File: src/rtl/uart_frame_scheduler.sv
// Round-robin scheduler that frames one channel's sample as {tag|index, sample bytes MSB first}
// and feeds it byte by byte into a shared UART_Tx send/data/busy handshake.
module uart_frame_scheduler #(
    parameter int         C_CHANNELS     = 4,
    parameter int         C_SAMPLE_WIDTH = 16,
    parameter logic [3:0] C_HEADER_TAG   = 4'hA,
    parameter int         C_TIMEOUT      = 8
) (
    input  logic                                 clk,
    input  logic                                 rstb,
    input  logic [C_CHANNELS-1:0]                req,
    input  logic [C_CHANNELS*C_SAMPLE_WIDTH-1:0] sample,
    output logic [C_CHANNELS-1:0]                ack,
    output logic                                 tx_send,
    output logic [7:0]                           tx_data,
    input  logic                                 tx_busy,
    output logic                                 frame_active,
    output logic                                 error
);
    localparam int NB = 1 + C_SAMPLE_WIDTH / 8;
    localparam int CW = (C_CHANNELS > 1) ? $clog2(C_CHANNELS) : 1;
    localparam logic [C_CHANNELS-1:0] ACK_ONE = C_CHANNELS'(1);

    typedef enum logic [2:0] {sIDLE, sGRANT, sSEND, sWAITHI, sWAITLO, sERROR} state_t;

    state_t                    state;
    logic [CW-1:0]             rr_ptr;
    logic [CW-1:0]             gnt_idx;
    logic [CW-1:0]             gnt_sel;
    logic [CW-1:0]             gnt_next;
    logic [CW-1:0]             cand;
    logic [C_SAMPLE_WIDTH-1:0] shift_reg;
    logic [2:0]                byte_cnt;
    logic [7:0]                tmo_cnt;
    logic [C_SAMPLE_WIDTH-1:0] samples [C_CHANNELS];

    for (genvar k = 0; k < C_CHANNELS; k++) begin : g_split
        assign samples[k] = sample[k*C_SAMPLE_WIDTH +: C_SAMPLE_WIDTH];
    end

    // Scan from the farthest offset back to the pointer so the last hit is the first in RR order.
    always_comb begin
        gnt_sel = '0;
        cand    = '0;
        for (int i = C_CHANNELS - 1; i >= 0; i--) begin
            cand = CW'((int'(rr_ptr) + i) % C_CHANNELS);
            if (req[cand]) gnt_sel = cand;
        end
        gnt_next = (gnt_sel == CW'(C_CHANNELS - 1)) ? '0 : gnt_sel + 1'b1;
    end

    always_ff @(posedge clk or negedge rstb) begin
        if (!rstb) begin
            state        <= sIDLE;
            rr_ptr       <= '0;
            gnt_idx      <= '0;
            shift_reg    <= '0;
            byte_cnt     <= '0;
            tmo_cnt      <= '0;
            ack          <= '0;
            tx_send      <= 1'b0;
            tx_data      <= 8'h00;
            frame_active <= 1'b0;
            error        <= 1'b0;
        end else begin
            ack <= '0;
            case (state)
                sIDLE: begin
                    if (|req && !tx_busy) begin
                        gnt_idx      <= gnt_sel;
                        rr_ptr       <= gnt_next;
                        ack          <= ACK_ONE << gnt_sel;
                        frame_active <= 1'b1;
                        state        <= sGRANT;
                    end
                end
                sGRANT: begin
                    // Sample is captured at the end of the ack cycle; later changes are ignored.
                    shift_reg <= samples[gnt_idx];
                    tx_data   <= {C_HEADER_TAG, 4'(gnt_idx)};
                    tx_send   <= 1'b1;
                    byte_cnt  <= '0;
                    state     <= sSEND;
                end
                sSEND: begin
                    tx_send <= 1'b0;
                    tmo_cnt <= '0;
                    state   <= sWAITHI;
                end
                sWAITHI: begin
                    // Counting the send cycle, error lands C_TIMEOUT cycles after tx_send.
                    if (tx_busy) begin
                        state <= sWAITLO;
                    end else if (tmo_cnt == 8'(C_TIMEOUT - 2)) begin
                        error        <= 1'b1;
                        frame_active <= 1'b0;
                        state        <= sERROR;
                    end else begin
                        tmo_cnt <= tmo_cnt + 8'd1;
                    end
                end
                sWAITLO: begin
                    if (!tx_busy) begin
                        if (byte_cnt == 3'(NB - 1)) begin
                            frame_active <= 1'b0;
                            state        <= sIDLE;
                        end else begin
                            byte_cnt  <= byte_cnt + 3'd1;
                            tx_data   <= shift_reg[C_SAMPLE_WIDTH-1 -: 8];
                            shift_reg <= shift_reg << 8;
                            tx_send   <= 1'b1;
                            state     <= sSEND;
                        end
                    end
                end
                sERROR: begin
                    frame_active <= 1'b0;
                    state        <= sIDLE;
                end
                default: state <= sIDLE;
            endcase
        end
    end
endmodule

File: config.mk
export PLATFORM = sky130hd
export DESIGN_NAME = uart_frame_scheduler
export DESIGN_NICKNAME = d
export VERILOG_FILES = /design/src/rtl/uart_frame_scheduler.sv
export SDC_FILE = /design/constraint.sdc
export NUM_CORES = 1
export LEC_CHECK = 0
export BUFFER_PORTS_ARGS = -buffer_cell sky130_fd_sc_hd__clkbuf_2
export CAP_MARGIN = 20
export CORE_ASPECT_RATIO = 0.7
export CORE_UTILIZATION = 35
export CTS_CLUSTER_SIZE = 28
export DETAILED_ROUTE_END_ITERATION = 10
export GPL_TIMING_DRIVEN = 1
export PLACE_DENSITY = 0.57
export SLEW_MARGIN = 15
export SYNTH_ARGS = -nofsm -noshare
export SYNTH_HDL_FRONTEND = slang
export SYNTH_SLANG_ARGS = --single-unit
export TNS_END_PERCENT = 30
File: constraint.sdc
create_clock -name clk -period 2.2 [get_ports clk]
set_clock_uncertainty 0.15 [all_clocks]
set_input_delay 0.22 -clock clk [delete_from_list [all_inputs] [get_ports clk]]
set_output_delay 0.22 -clock clk [all_outputs]
set_load 0.1 [all_outputs]
==> flow_summary_export.csv <==
group,metric,value,unit
layout,nets,419,
sta,fin_crit_sh,0.875,
floorplanning,core-area,7480,um^2
critical_path,cp_num_buf_inv,0,
critical_path,cp-end-kind,"flip-flop",
clocking,cts.sinks,49,
drt,detail_route.wl_per_cell,14.3,um
sta,whs,153,ps
layout,antenna_cells,0,
critical_path,crit_type,"flip-flop to flip-flop",
pwr,powerDensity,1340,nW/um^2
clocking,htreeDepth,2,
yosys,syn-cell-area,2770,um^2
yosys,avgSynthCellArea,10.9,um^2
global_routing,grt_pass1_wl,10.6,mm
drt,drt_first_pass_iters,4,
drt,vias,2220,
critical_path,slowest_stage,"dfrtp_1",
yosys,syn_nets,334,
drt,drt_iter0_markers,81,
yosys,synth_ff_type,"dfrtp_1",
sta,setup_violations,0,
floorplanning,start_util,0.370,
yosys,yosysSeqAreaShare,0.443,
sta,relSlewSlack,0.493,
clocking,clock-root-buffer,"clkbuf_16",
clocking,post-cts-setup-buffers,0,
place,hpwl,4.83,mm
yosys,synth-seq-cells,49,
layout,drive_above_1_share,0.393,
yosys,synth_edf_count,0,
run,maxCapViolCount,0,
floorplanning,die_x,108,um
critical_path,path_max_fanout,22,
layout,largest_reg_flops,16,
sta,max_freq,0.519,GHz
sta,grt_setup_unrepaired,"no",
critical_path,crit_family,"compound AO/OA/AOI/OAI gates",
critical_path,critical_path_required,2260,ps
critical_path,worst_ep_arrival_time,1990,ps
drt,postRouteAntennaNets,0,
clocking,cts_resized,0,
drt,routed_wl,6.27,mm
clocking,insertion_delay,290,ps
critical_path,crit_chain,"nor3b_4, a31o_2, o22ai_1, a21oi_1",
sta,slew_viol_final,0,
yosys,yosys_warnings,0,
sta,setup_tns,0,ps
critical_path,startpoint_type,"flip-flop",
sta,tightest_slew,761,ps
global_routing,grtUsageTotal,0.164,
yosys,ys_types,46,
floorplanning,die_h,76.4,um
layout,area_delta_synth_final,25.3,%
clocking,clkTransAtPathRegs,70,ps
clocking,clockBufferDepth,2,
place,gp_congestion,0.760,
pwr,leakage,1.65,nW
floorplanning,ios,86,
place,io_buffers,85,
layout,nFillCells,711,
sta,finalHoldViolations,0,
clocking,postCtsHoldBufs,1,
global_routing,grt_pass1_vias,2166,
floorplanning,die-area,8270,um^2
yosys,synthArstFlopShare,1.00,
global_routing,grt_max_degree,30,
run_status,outcome,"completed",
global_routing,overflow,0,
min_path,hp-class,"input pin to flip-flop",
floorplanning,rows,26,
drt,via_per_inst,5.06,
global_routing,antenna_found_initial,0,
drt,drc,0,
pwr,vdd.ir_drop.worst,0.590,mV
critical_path,slowest_delay,550,ps
clocking,numCtsBuffers,5,
sta,period_minus_slack,1920,ps
yosys,syn_inst,255,
clocking,cts_tree,"built",
-- routing by layer --
metal / track usage / wire length, um
met4: 0.0486 / 83
met5: 0 / 0
met3: 0.0308 / 303
met1: 0.239 / 3140
met2: 0.247 / 2750
-- synth_stat cells (2+ instances only) --
library cell	n	area, um^2
ha_1	8	100
inv_1	8	30.0
dfrtp_1	49	1230
and2_1	5	31.3
o21ai_0	4	20.0
mux2i_1	7	70.1
mux2_2	6	67.6
nand3_1	9	45.0
buf_4	2	15.0
xnor2_1	4	35.0
a21oi_1	20	100
mux4_2	13	293
a31oi_1	2	12.5
o21bai_1	2	15.0
buf_2	9	45.0
nor4_2	2	25.0
nor3_1	4	20.0
nor2_1	26	97.6
a22o_1	8	70.1
nand2_1	32	120
o22ai_1	6	37.5
nand2b_1	2	12.5
buf_6	4	45.0
-- kinds of logic (layout without fill, tap and decap cells) --
kind of cell | Yosys count | count (layout) | share of synthesized area
AO/OA/AOI/OAI | 53 | 53 | 0.132
flip-flops | 49 | 49 | 0.443
multiplexers | 26 | 26 | 0.156
buffers and inverters | 25 | 111 | 0.0520
XOR/XNOR | 4 | 4 | 0.0127
AND/OR/NAND/NOR | 90 | 90 | 0.169
adder cells (fa/ha/maj) | 8 | 8 | 0.0362
-- power breakdown --
part / internal, W / leakage (nW) / total, W / switching (W)
Sequential: 0.00121 / 0.612 / 0.00155 / 0.000335
Clock: 0.000567 / 0.0831 / 0.000902 / 0.000335
Combinational: 0.000854 / 0.952 / 0.00220 / 0.00135
-- through the flow --
stage                     instance area [um^2]  power (W)  worst slack (ps)   util  std cells
after floorplan                           2770    0.00334               297      -        255
after CTS                                 3470    0.00471               273  0.464        439
after global placement                    3280    0.00375               324  0.439        430
final                                     3470    0.00465               275  0.464        439
after global routing                      3470    0.00497              57.0  0.464        439
after detailed placement                  3280    0.00380               292  0.439        430
-- worst register-to-register path, cell delays in order, from the launching register on --
cell	delay, ps
dfrtp_1	550
nor3b_4	390
a31o_2	490
o22ai_1	140
a21oi_1	130
-- final timing paths --
path	start	endpoint	slack, ps	cells after the start
min reg2reg	tx_data[6]	tx_data[6]	320	2
max reg2reg	state[1]	shift_reg[12]	280	4
min in group asynchronous	rstb	tx_data[4]	310	2
max	state[1]	shift_reg[12]	280	4
max in group asynchronous	rstb	shift_reg[10]	1030	3
min	tx_busy	state[2]	150	3
-- layout make-up --
class / instances / area [um^2] / share of cell area
Multi-Input combinational cell: 181 / 1400 / 0.403
Inverter: 8 / 30.0 / 0.00866
Tap cell: 98 / 123 / 0.0354
Sequential cell: 49 / 1230 / 0.354
Timing Repair Buffer: 95 / 515 / 0.149
Clock buffer: 6 / 139 / 0.0400
Clock inverter: 2 / 37.5 / 0.0108
-- placed cells by master (no fill, tap or decap), types with 5 or more instances in the layout --
cell / instances
clkbuf_2: 85
dfrtp_1: 49
nand2_1: 32
nor2_1: 26
a21oi_1: 20
mux4_2: 13
nand3_1: 9
inv_1: 8
a22o_1: 8
ha_1: 8
buf_4: 8
mux2i_1: 7
mux2_2: 6
o22ai_1: 6
and2_1: 5
clkbuf_16: 5
Note: power is estimated with default switching activity, not from simulation.
